==> config.mk <==
export PLATFORM = sky130hd
export DESIGN_NAME = demux14_stream
export DESIGN_NICKNAME = d
export VERILOG_FILES = /design/src/rtl/demux14_stream.sv
export SDC_FILE = /design/constraint.sdc
export NUM_CORES = 1
export LEC_CHECK = 0
export ABC_AREA = 1
export BUFFER_PORTS_ARGS = -buffer_cell sky130_fd_sc_hd__buf_2
export CORE_ASPECT_RATIO = 0.9
export CORE_MARGIN = 4
export CORE_UTILIZATION = 53
export CTS_CLUSTER_SIZE = 24
export DETAILED_ROUTE_END_ITERATION = 12
export PLACE_DENSITY = 0.84
export SLEW_MARGIN = 20
export SYNTH_ARGS = -nofsm -noshare
export SYNTH_HDL_FRONTEND = slang
export SYNTH_SLANG_ARGS = --single-unit
==> constraint.sdc <==
create_clock -name clk -period 3.7 [get_ports clk]
set_input_delay 0.185 -clock clk [delete_from_list [all_inputs] [get_ports clk]]
set_output_delay 0.185 -clock clk [all_outputs]
set_load 0.005 [all_outputs]
==> src/rtl/demux14_stream.sv <==
// 1-to-4 valid/ready stream demultiplexer with a one-entry holding register per channel.
// Define DEMUX_CNT_EN to add the cnt port with saturating per-channel push counters.
module demux14_stream #(
  parameter int DW = 8
) (
  input  logic            clk,
  input  logic            rst,
  input  logic [DW-1:0]   in_data,
  input  logic [1:0]      in_sel,
  input  logic            in_valid,
  output logic            in_ready,
  output logic [4*DW-1:0] out_data,
  output logic [3:0]      out_valid,
  input  logic [3:0]      out_ready
`ifdef DEMUX_CNT_EN
  ,
  output logic [31:0]     cnt
`endif
);

  typedef enum logic {
    EMPTY = 1'b0,
    FULL  = 1'b1
  } chan_state_t;

  logic [3:0] push;
  logic [3:0] pop;

  // Only the selected channel can stall the producer; the others drain freely.
  always_comb begin
    in_ready = ~rst & (~out_valid[in_sel] | out_ready[in_sel]);
  end

  for (genvar k = 0; k < 4; k++) begin : g_chan
    chan_state_t   state;
    logic [DW-1:0] data_q;

    assign push[k] = in_valid & in_ready & (in_sel == 2'(k));
    assign pop[k]  = out_valid[k] & out_ready[k];

    // A push while FULL is only possible together with a pop, so a push always
    // leaves the channel FULL; data stays put when the channel empties.
    always_ff @(posedge clk or posedge rst) begin
      if (rst) begin
        state  <= EMPTY;
        data_q <= '0;
      end else begin
        if (push[k]) begin
          state  <= FULL;
          data_q <= in_data;
        end else if (pop[k]) begin
          state  <= EMPTY;
        end
      end
    end

    assign out_valid[k]          = (state == FULL);
    assign out_data[k*DW +: DW]  = data_q;

`ifdef DEMUX_CNT_EN
    logic [7:0] cnt_q;

    // Saturates instead of wrapping so a busy channel never reads as idle.
    always_ff @(posedge clk or posedge rst) begin
      if (rst) begin
        cnt_q <= 8'h00;
      end else if (push[k] && (cnt_q != 8'hFF)) begin
        cnt_q <= cnt_q + 8'd1;
      end
    end

    assign cnt[k*8 +: 8] = cnt_q;
`endif
  end

endmodule

==> metrics, run 1 <==
outcome complete, but fails checks; failing checks hold timing; Synth Area in Simple Gates 36.4%; Yosys cell types 17; Post-CTS Setup Repair Bufs 0; share of the synthesized area in the top cell type 56.5%; max-slew violations 0; ranking of synthesized cells by area dfrtp_1 57%, nand2_1 25%, nor2_8 5.0%, inv_1 2.1%, buf_4 1.9%; die height 60.0 um; DIE AREA 0.00395 sq mm; Peak VDD IR 0.334 mV; post-synthesis adder-cell area fraction 0%; CTS tree yes; clock period minus worst slack 1.47 ns; fmax 0.679 GHz; Top Metal Used met4; post-synthesis net count 201; Pre-antenna DRT Iters 4; met3 routed WL 222 um; Hold Path Class in2async; relative slew slack 46.0%; antenna-violating nets left 0; complex-gate fraction of the synthesized area 1.57%; vias 1362; wire per inst 13.1 um; Core Footprint 0.00282 sq mm; CTS H-tree depth 2; fin nets 255; CP required 3.94 ns; Mean Syn Cell Area 8.66 sq um; insertion delay to the later sink of the worst-skew pair 0.35 ns; final core occ 68.4%; dpl hpwl 2730 um; CTS root buffer clkbuf_4; Syn-to-layout area delta 20.8%; diode count 0; crit-path cells nand2_1, nand2_1, nand2_1, nand2_2, nand2_4, nand4_1, nand2_1, nand2_1; # IOs 54; Max Cap Viol 0; Die X 65.8 um; share of cells above drive strength 1 29.7%; # clock sinks 36; mux cell area share after synthesis 0%; area share of xor/xnor cells in the synthesized design 0%; Routed WL 3650 um; largest area contributor in the netlist dfrtp_1; final RePlAce weighted congestion 0.850; cell repeated most along the worst path nand2_1; setup TNS 0 ns; Critical Path Sink Type flip-flop; antenna violations before repair 0; metal2 WL 1790 um; startpoint types flip-flop; Ys Warns 0; global-route wire length before repair 5790 um; CP Max Fanout 9; CP max stage cell dfrtp_1; cts bufs inserted 5; CP Class reg2reg; fill count 245; Met1 Wirelength 1590 um; Port Buf Inserts 53; number of global-route vias before repair 1314; Final Hold Fails 18; vias per cell 4.88; Pwr per Cell Area 500 mW/mm^2; Final Setup Violations 0; cts repair resizes 0; # DRC 0; Tcrit/Tclk final 39.8%; largest net degree at the start of global routing 42; initial core utilization 56.6%; sequential cell area fraction in the yosys report 56.5%; Worst-path clk slew 0.11 ns; RSZ-0062 raised after global routing false; Cells after Synth 184; Leak 1.18 nW; main combinational cell family by area after synthesis simple AND/OR/NAND/NOR gates; GRT Total Usage 20.2%; CTS Buffer Depth 2; worst-margin pin slew 0.809 ns; FF+latch count, synth 36; hold_ws -0.00716 ns; clk_skew 0.00475 ns; # rows 18; drt initial violations 37; total gr overflow 0; Slowest Stage Delay on Critical Path 0.42 ns; Critical Path AT 1.72 ns; mapped cell area 0.00159 sq mm; CTS Hold Bufs 0
[registers in the layout, summed over array words and instances, names as in the netlist]
name and flops:
g_chan.state 4, g_chan.data_q 32
[layer usage]
layer	track usage, %	vias to the layer above
met4	7.69	0
met2	34.0	38
met1	24.0	654
met3	6.77	5
li1	-	665
met5	0	-
[per-stage QoR]
step,power [mW],cells,hold WS [ns],setup slack (ns),area (sq um)
6_report,0.962,279,-0.00716,2.23,1930
2_1_floorplan,0.628,184,0.178,2.34,1590
5_1_grt,1.02,279,0.00494,2.03,1930
4_1_cts,0.968,279,0.00411,2.23,1930
3_3_place_gp,0.736,271,0.375,1.88,1860
3_5_place_dp,0.744,271,0.378,1.84,1860
[placed cells by master, fill, tap and decap left out]
| cell | count |
|---|---|
| buf_2 | 53 |
| nand4_1 | 4 |
| dfrtp_1 | 36 |
| o21ai_1 | 4 |
| nand3_1 | 3 |
| nand2_4 | 1 |
| nand3_4 | 1 |
| clkbuf_4 | 5 |
| a21oi_1 | 1 |
| nand2_1 | 108 |
| nor2_8 | 4 |
| nor2_2 | 2 |
| nor2_1 | 2 |
| clkinvlp_4 | 1 |
| inv_2 | 2 |
| nand2_2 | 1 |
| clkbuf_1 | 1 |
| clkbuf_8 | 1 |
| inv_1 | 9 |
[power by group]
part	leakage (nW)	internal (mW)	switching (mW)	total, mW
Clock	0.0315	0.0930	0.135	0.228
Sequential	0.457	0.472	0.0461	0.518
Combinational	0.690	0.0990	0.118	0.217
Total	1.18	0.664	0.299	0.962
[area by class of cell]
class	count	area [sq um]	area share (%)
clock buffers	7	55.1	2.86
clock inverters	1	7.51	0.390
inverters	11	41.3	2.14
multi-input cells	131	606	31.4
flip-flops and latches	36	901	46.8
well taps	40	50.0	2.60
repair buffers	53	265	13.8
[cell families after synthesis]
logic type / count (synthesis)
flops: 36
simple gates: 126
buf+inv: 17
compound gates: 5
[critical path, delay by kind of cell, from the launching register on]
kind | cells | cell delay, ns
DFF | 1 | 0.42
and+or+nand+nor | 8 | 0.97
[final timing paths]
check / from / to / slack, ns / depth (start not counted)
setup / recovery: g_chan[0].state$_DFFE_PP0P_ / g_chan[3].data_q[1]$_DFFE_PP0P_ / 2.23 / 8
hold reg to reg: g_chan[1].data_q[2]$_DFFE_PP0P_ / g_chan[1].data_q[2]$_DFFE_PP0P_ / 0.49 / 2
setup reg to reg: g_chan[0].state$_DFFE_PP0P_ / g_chan[3].data_q[1]$_DFFE_PP0P_ / 2.23 / 8
hold / removal: rst / g_chan[2].data_q[6]$_DFFE_PP0P_ / -0.007 / 2
max in group asynchronous: rst / g_chan[1].data_q[1]$_DFFE_PP0P_ / 3.19 / 2
min in group clk: out_ready[1] / g_chan[1].state$_DFFE_PP0P_ / 0.01 / 2
[cell usage after synthesis]
| cell type | n |
|---|---|
| nand2_1 | 108 |
| inv_2 | 2 |
| buf_4 | 4 |
| clkbuf_2 | 1 |
| nand2_4 | 1 |
| nand2_2 | 1 |
| o21ai_1 | 4 |
| nor2_8 | 4 |
| nand3_4 | 1 |
| nor2_2 | 2 |
| dfrtp_1 | 36 |
| inv_1 | 9 |
| buf_6 | 1 |
| nand4_1 | 4 |
| a21oi_1 | 1 |
| nor2_1 | 2 |
| nand3_1 | 3 |
Power figures use the tool's default switching activity.
==> run 2: changes to the inputs <==
--- a/config.mk
+++ b/config.mk
@@ -5,14 +5,14 @@
 export SDC_FILE = /design/constraint.sdc
 export NUM_CORES = 1
 export LEC_CHECK = 0
-export ABC_AREA = 1
+export ABC_AREA = 0
 export BUFFER_PORTS_ARGS = -buffer_cell sky130_fd_sc_hd__buf_2
 export CORE_ASPECT_RATIO = 0.9
 export CORE_MARGIN = 4
-export CORE_UTILIZATION = 53
+export CORE_UTILIZATION = 48
 export CTS_CLUSTER_SIZE = 24
 export DETAILED_ROUTE_END_ITERATION = 12
-export PLACE_DENSITY = 0.84
+export PLACE_DENSITY = 0.78
 export SLEW_MARGIN = 20
 export SYNTH_ARGS = -nofsm -noshare
 export SYNTH_HDL_FRONTEND = slang
==> constraint.sdc (replaced) <==
create_clock -name clk -period 1.4 [get_ports clk]
set_input_delay 0.07 -clock clk [delete_from_list [all_inputs] [get_ports clk]]
set_output_delay 0.07 -clock clk [all_outputs]
set_load 0.005 [all_outputs]
==> run 2 against run 1 <==
Non-clock buffer count rose by 14. Global-route usage fell by 3.1 points. Synthesized cell count fell by 48%. Final cell count fell by 27%. Count of clock-buffer cells in the layout fell by 2. The flow finishes with violations (setup timing).
==> metrics, run 2 <==
most frequent cells after synthesis 36 x dfrtp_1, 32 x mux2_2, 4 x buf_4, 4 x nand2b_1, 3 x nand2_1; top flop regs g_chan.data_q (32), g_chan.state (4); Ys Warns 0 (unchanged); RSZ-0062 raised after global routing true; # DRC 0 (unchanged); Worst-path clk slew 0.12 ns (about the same); Pre-antenna DRT Iters 4 (unchanged); crit-path cells nand2b_1, nor4b_4, buf_4, mux2_2; startpoint types flip-flop; Post-synth EDFFs 0 (unchanged); count leader, synth dfrtp_1; share of the synthesized area in the top cell type 60.1% (+3.5 points); worst-case reg-to-reg path depth 4 (-4); share of cells above drive strength 1 63.4% (+34 points); ranking of synthesized cells by area dfrtp_1 60%, mux2_2 24%, buf_4 2.0%, nand2b_1 1.7%, nor4b_4 1.6%; hold_ws 0.0256 ns (+0.0328 ns); Setup WS pre-CTS 0.0380 ns (-1.80 ns); drt initial violations 42 (+14%); setup TNS -0.0826 ns (-0.0826 ns); # rows 18 (unchanged); Final Non-Filler Cells 204 (-27%); vias per cell 5.05 (+3.4%); # clock sinks 36 (unchanged); Worst Slack Setup Final -0.0195 ns (-2.25 ns); sequential cell area fraction in the yosys report 60.1% (+3.5 points); logic depth of the worst setup path including buffers 4 (-4); Critical Path Sink Type flip-flop; vias 1030 (-24%); # IOs 54 (unchanged); CTS tree yes; top_reg_cell synth dfrtp_1; Tcrit/Tclk final 101% (+62 points); Port Buf Inserts 53 (unchanged); Final Setup Violations 8 (+8); max-slew violations 0 (unchanged); clk_skew 0.0133 ns (+0.00852 ns); diode count 0 (unchanged); post-synthesis net count 113 (-44%); Syn-to-layout area delta 32.6%; insertion delay to the later sink of the worst-skew pair 0.34 ns (about the same); total power draw 2.70 mW (+180%); mapped cell area 0.00150 sq mm (-5.9%); CP bufs+invs 1 (+1); Worst Hold Depth 2; Hold Path Class in2reg; CP max stage cell dfrtp_1; commonest non-fill, non-tap cell in the layout buf_2; antenna-violating nets left 0 (unchanged); failing checks setup timing; clock period minus worst slack 1.42 ns (-0.0532 ns); CTS Buffer Depth 2 (unchanged); wire per inst 16.2 um (+24%); Crit path max-delay family flip-flops; Peak VDD IR 0.830 mV (+150%); antenna violations before repair 0 (unchanged); CP Max Fanout 4 (-5); Mean Syn Cell Area 15.6 sq um (+80%); initial core utilization 52.4% (-4.2 points); Yosys cell types 20 (+3); Leak 0.990 nW (-16%); die height 61.0 um (+1.7%); total gr overflow 0 (unchanged); final instance area 0.00199 sq mm (+3.3%); Async SR Flop Fraction 100% (unchanged); largest net degree at the start of global routing 37 (-12%); global-route wire length before repair 4950 um (-15%); Most flops, register g_chan.data_q; worst-margin pin slew 0.438 ns (-0.371 ns); DIE AREA 0.00409 sq mm (+3.4%); largest area contributor in the netlist dfrtp_1; Die X 66.9 um (+1.7%); outcome complete, but fails checks; CP required 1.64 ns (-2.30 ns); Routed WL 3300 um (-9.6%); Pwr per Cell Area 1360 mW/mm^2 (+170%); fmax 0.704 GHz (+3.7%); Inst Count DP 188 (-31%); CP Class reg2reg; relative slew slack 70.8% (+25 points); Slowest Stage Delay on Critical Path 0.41 ns (about the same); dpl cell area 0.00180 sq mm (-3.2%); commonest cells after routing, fill and taps aside 53 x buf_2, 36 x dfrtp_1, 28 x mux2_2; number of global-route vias before repair 1051 (-20%); Cells after Synth 96 (-48%); fin nets 180 (-29%); Critical Path AT 1.66 ns (-0.06 ns); max reg flops 32 (unchanged); CTS root buffer clkbuf_4; Final Hold Fails 0 (-18); Post-CTS Setup Repair Bufs 0 (unchanged); FF+latch count, synth 36 (unchanged); dpl hpwl 2320 um (-15%); GRT Total Usage 17.0% (-3.1 points); final RePlAce weighted congestion 0.887 (+4.3%); Max Cap Viol 0 (unchanged); fill count 203 (-17%); final core occ 69.6% (+1.2 points); Core Footprint 0.00286 sq mm (+1.6%); CTS H-tree depth 2 (unchanged); cts bufs inserted 5 (unchanged)
## run 2: what timing repair did
action                     4_1_cts  5_1_grt
hold buffers                     7        1
gates resized for setup          0        7
hold endpoints to repair        55        3
setup endpoints to repair        0       14
## run 2: final timing paths
kind                                                       from                               to  slack [ns]
worst max-delay path                g_chan[0].state$_DFFE_PP0P_  g_chan[0].data_q[0]$_DFFE_PP0P_       -0.02
worst min-delay path                                 in_data[2]  g_chan[0].data_q[2]$_DFFE_PP0P_        0.03
worst max register to register      g_chan[0].state$_DFFE_PP0P_  g_chan[0].data_q[0]$_DFFE_PP0P_       -0.02
worst min register to register  g_chan[2].data_q[2]$_DFFE_PP0P_  g_chan[2].data_q[2]$_DFFE_PP0P_        0.51
max in group asynchronous                                   rst  g_chan[0].data_q[5]$_DFFE_PP0P_        0.62
min in group asynchronous                                   rst      g_chan[2].state$_DFFE_PP0P_        0.46
## run 2: logic make-up (layout without fill, tap and decap cells)
kind of cell / Yosys count / after routing / synth area share, %
compound gates: 5 / 5 / 2.09
buf+inv: 8 / 76 / 4.09
mux: 33 / 33 / 24.7
simple gates: 14 / 14 / 9.09
flops: 36 / 36 / 60.0
## run 2: metal layers
metal	wire length (um)	share of wire [%]	vias up	track usage (%)
met3	213	6.4	7	6.57
met4	80	2.4	0	6.94
met5	0	0	-	0
met2	1610	49	36	28.2
li1	-	-	474	-
met1	1390	42	513	20.2
## run 2: worst reg2reg max path: stages, from the launching register on
cell and delay [ns]:
dfrtp_1 0.41, nand2b_1 0.14, nor4b_4 0.25, buf_4 0.19, mux2_2 0.34
## run 2: power by group
| part | switching [mW] | internal, mW | leakage, nW |
|---|---|---|---|
| Clock | 0.358 | 0.372 | 0.0412 |
| Combinational | 0.235 | 0.367 | 0.510 |
| Sequential | 0.110 | 1.25 | 0.438 |
| Total | 0.703 | 1.99 | 0.990 |
## run 2: area by class of cell
class / count / area, sq um / share of cell area (%)
Inverter: 1 / 3.75 / 0.189
Sequential cell: 36 / 901 / 45.3
Clock buffer: 5 / 37.5 / 1.89
Multi-Input combinational cell: 52 / 561 / 28.2
Clock inverter: 3 / 42.5 / 2.14
Tap cell: 40 / 50.0 / 2.52
Timing Repair Buffer: 67 / 394 / 19.8
==> run 3: changes to the inputs <==
--- a/config.mk
+++ b/config.mk
@@ -7,12 +7,14 @@
 export LEC_CHECK = 0
 export ABC_AREA = 0
 export BUFFER_PORTS_ARGS = -buffer_cell sky130_fd_sc_hd__buf_2
+export CELL_PAD_IN_SITES_DETAIL_PLACEMENT = 1
+export CELL_PAD_IN_SITES_GLOBAL_PLACEMENT = 1
 export CORE_ASPECT_RATIO = 0.9
 export CORE_MARGIN = 4
-export CORE_UTILIZATION = 48
+export CORE_UTILIZATION = 38
 export CTS_CLUSTER_SIZE = 24
 export DETAILED_ROUTE_END_ITERATION = 12
-export PLACE_DENSITY = 0.78
+export PLACE_DENSITY_LB_ADDON = 0.1
 export SLEW_MARGIN = 20
 export SYNTH_ARGS = -nofsm -noshare
 export SYNTH_HDL_FRONTEND = slang
==> run 3 against run 2 <==
The flow now finishes without violations. Count of clock-buffer cells in the layout increased by 2. Global-route usage decreased by 2.2 points. Non-clock buffer count decreased by 5. Final area decreased by 2.6%. Fmax increased by 6.2%. Utilization decreased by 18 points. Routed wire length increased by 2.2%. Sequential share of layout area increased by 1.2 points. Via count decreased by 1.6%. Flip-flop and latch count unchanged. Combinational power decreased by 4.3%. First-iteration DRC count increased by 33%. Critical endpoint is now g_chan[2].data_q[6]$_DFFE_PP0P_.
==> metrics, run 3 (synthesized netlist as in run 2, its figures left out) <==
Multi-input gate area 542 sq um (-3.3%); register area 901 sq um (unchanged); dpl hpwl 2440 um (+5.2%); Worst-path clk slew 0.07 ns (-0.05 ns); clock network fraction of total power 28.3% (+1.2 points); max-slew violations 0 (unchanged); CTS Buffer Depth 2 (unchanged); Final Hold Fails 0 (unchanged); DIE AREA 0.00502 sq mm (+23%); Max Cap Viol 0 (unchanged); Die X 74.2 um (+11%); diode count 0 (unchanged); outcome completed; CP Class reg2reg; Peak VDD IR 0.645 mV (-22%); Crit path max-delay family flip-flops; CP required 1.57 ns (-0.07 ns); Syn-to-layout area delta 29.1%; Critical Path AT 1.50 ns (-0.16 ns); drt initial violations 56 (+33%); Internal 2.00 mW (+0.34%); hold_ws 0.0572 ns (+0.0316 ns); antenna violations before repair 0 (unchanged); final core occ 51.5% (-18 points); CTS root buffer clkbuf_8; commonest non-fill, non-tap cell in the layout buf_2; number of global-route vias before repair 1065 (+1.3%); total gr overflow 0 (unchanged); Port Buf Inserts 53 (unchanged); clock period minus worst slack 1.34 ns (-0.0825 ns); Inst Count DP 196 (+4.3%); insertion delay to the later sink of the worst-skew pair 0.28 ns (-0.06 ns); Critical Path Sink Type flip-flop; Hold Path Class in2reg; Tcrit/Tclk final 95.5% (-5.9 points); Routed WL 3380 um (+2.2%); die height 67.6 um (+11%); fmax 0.748 GHz (+6.2%); RSZ-0062 raised after global routing true; vias per cell 4.95 (-2.0%); crit-path cells nand2b_1, and4b_1, buf_4, mux2_2; vias 1014 (-1.6%); Most flops, register g_chan.data_q; worst-margin pin slew 0.448 ns (+0.00986 ns); Final Non-Filler Cells 205 (+0.49%); global-route wire length before repair 5450 um (+10%); fin nets 175 (-2.8%); # DRC 0 (unchanged); Reg power frac 50.4% (-0.2 points); startpoint types flip-flop; Combinational Power Share 21.3% (-1.0 points); Slowest Stage Delay on Critical Path 0.40 ns (about the same); max reg flops 32 (unchanged); final RePlAce weighted congestion 0.696 (-21%); initial core utilization 39.9% (-13 points); top flop regs g_chan.data_q (32), g_chan.state (4); Core Footprint 0.00376 sq mm (+31%); CP bufs+invs 1 (unchanged); largest net degree at the start of global routing 37 (unchanged); # IOs 54 (unchanged); Post-CTS Setup Repair Bufs 0 (unchanged); # clock sinks 36 (unchanged); wire per inst 16.5 um (+1.7%); cts bufs inserted 5 (unchanged); CTS tree yes; fill count 414 (+100%); Sw Share 26.1% (about the same); Pwr per Cell Area 1400 mW/mm^2 (+3.1%); # rows 21 (+3); clk_skew 0.00364 ns (-0.00963 ns); commonest cells after routing, fill and taps aside 53 x buf_2, 36 x dfrtp_1, 31 x mux2_2; CP Max Fanout 5 (+1); relative slew slack 70.1% (-0.66 points); Leak 0.961 nW (-2.9%); GRT Total Usage 14.8% (-2.2 points); share of cells above drive strength 1 65.4% (+2.0 points); CTS H-tree depth 2 (unchanged); switching pwr 705 uW (+0.31%); Final Setup Violations 0 (-8); Pre-antenna DRT Iters 4 (unchanged); CP max stage cell dfrtp_1; antenna-violating nets left 0 (unchanged)
## run 3: changes by cell type in the layout (fill, tap and decap cells not counted), sizes merged
cell         previous run  this run
buf                    59        61
bufinv                  1         0
clkbuf                  5         7
clkinv                  1         0
dlygate4sd3             8         1
## run 3: routing by layer
metal	global-route usage, %	up-vias	share of wire (%)
met5	0	-	0
met4	6.22	0	2.0
met3	5.21	9	8.7
met2	23.2	42	47
met1	18.5	502	42
li1	-	461	-
## run 3: path summary, 6_finish.rpt
check	from	endpoint	slack, ns	cells past startpoint
min reg2reg	g_chan[1].data_q[5]$_DFFE_PP0P_	g_chan[1].data_q[5]$_DFFE_PP0P_	0.50	1
min in group asynchronous	rst	g_chan[2].state$_DFFE_PP0P_	0.50	4
max in group asynchronous	rst	g_chan[1].data_q[7]$_DFFE_PP0P_	0.59	4
max	g_chan[2].state$_DFFE_PP0P_	g_chan[2].data_q[6]$_DFFE_PP0P_	0.06	4
max reg2reg	g_chan[2].state$_DFFE_PP0P_	g_chan[2].data_q[6]$_DFFE_PP0P_	0.06	4
min	in_data[0]	g_chan[0].data_q[0]$_DFFE_PP0P_	0.06	2
## run 3: power groups by stage
stage	Combinational (mW)	Sequential [mW]	Clock, mW
after floorplan	0.259	1.40	0
after global placement	0.564	1.38	0
after detailed placement	0.582	1.39	0
after CTS	0.587	1.37	0.788
after global routing	0.637	1.39	0.847
final	0.576	1.36	0.766
## run 3: repair_timing
item                       4_1_cts  5_1_grt
hold endpoints to repair        36        0
gates resized for setup          0        2
hold buffers                     1        0
setup endpoints to repair        0        9
## run 3: area by class of cell
| class | instances | share of cell area, % |
|---|---|---|
| clock inverter | 1 | 0.388 |
| tap | 46 | 2.97 |
| inverter | 1 | 0.194 |
| clock buffer | 7 | 4.46 |
| sequential | 36 | 46.5 |
| multi-input combinational | 52 | 28.0 |
| timing repair buffer | 62 | 17.5 |
## run 3: through the flow
step                      TNS (ns)  total power [mW]  instance area, sq um  setup slack (ns)
after CTS                        0              2.74                  1930            0.0363
after global placement           0              1.94                  1830            0.0783
after floorplan                  0              1.65                  1500           0.00253
after detailed placement         0              1.97                  1830            0.0474
after global routing        -0.140              2.88                  1940           -0.0247
final                            0              2.71                  1940            0.0630
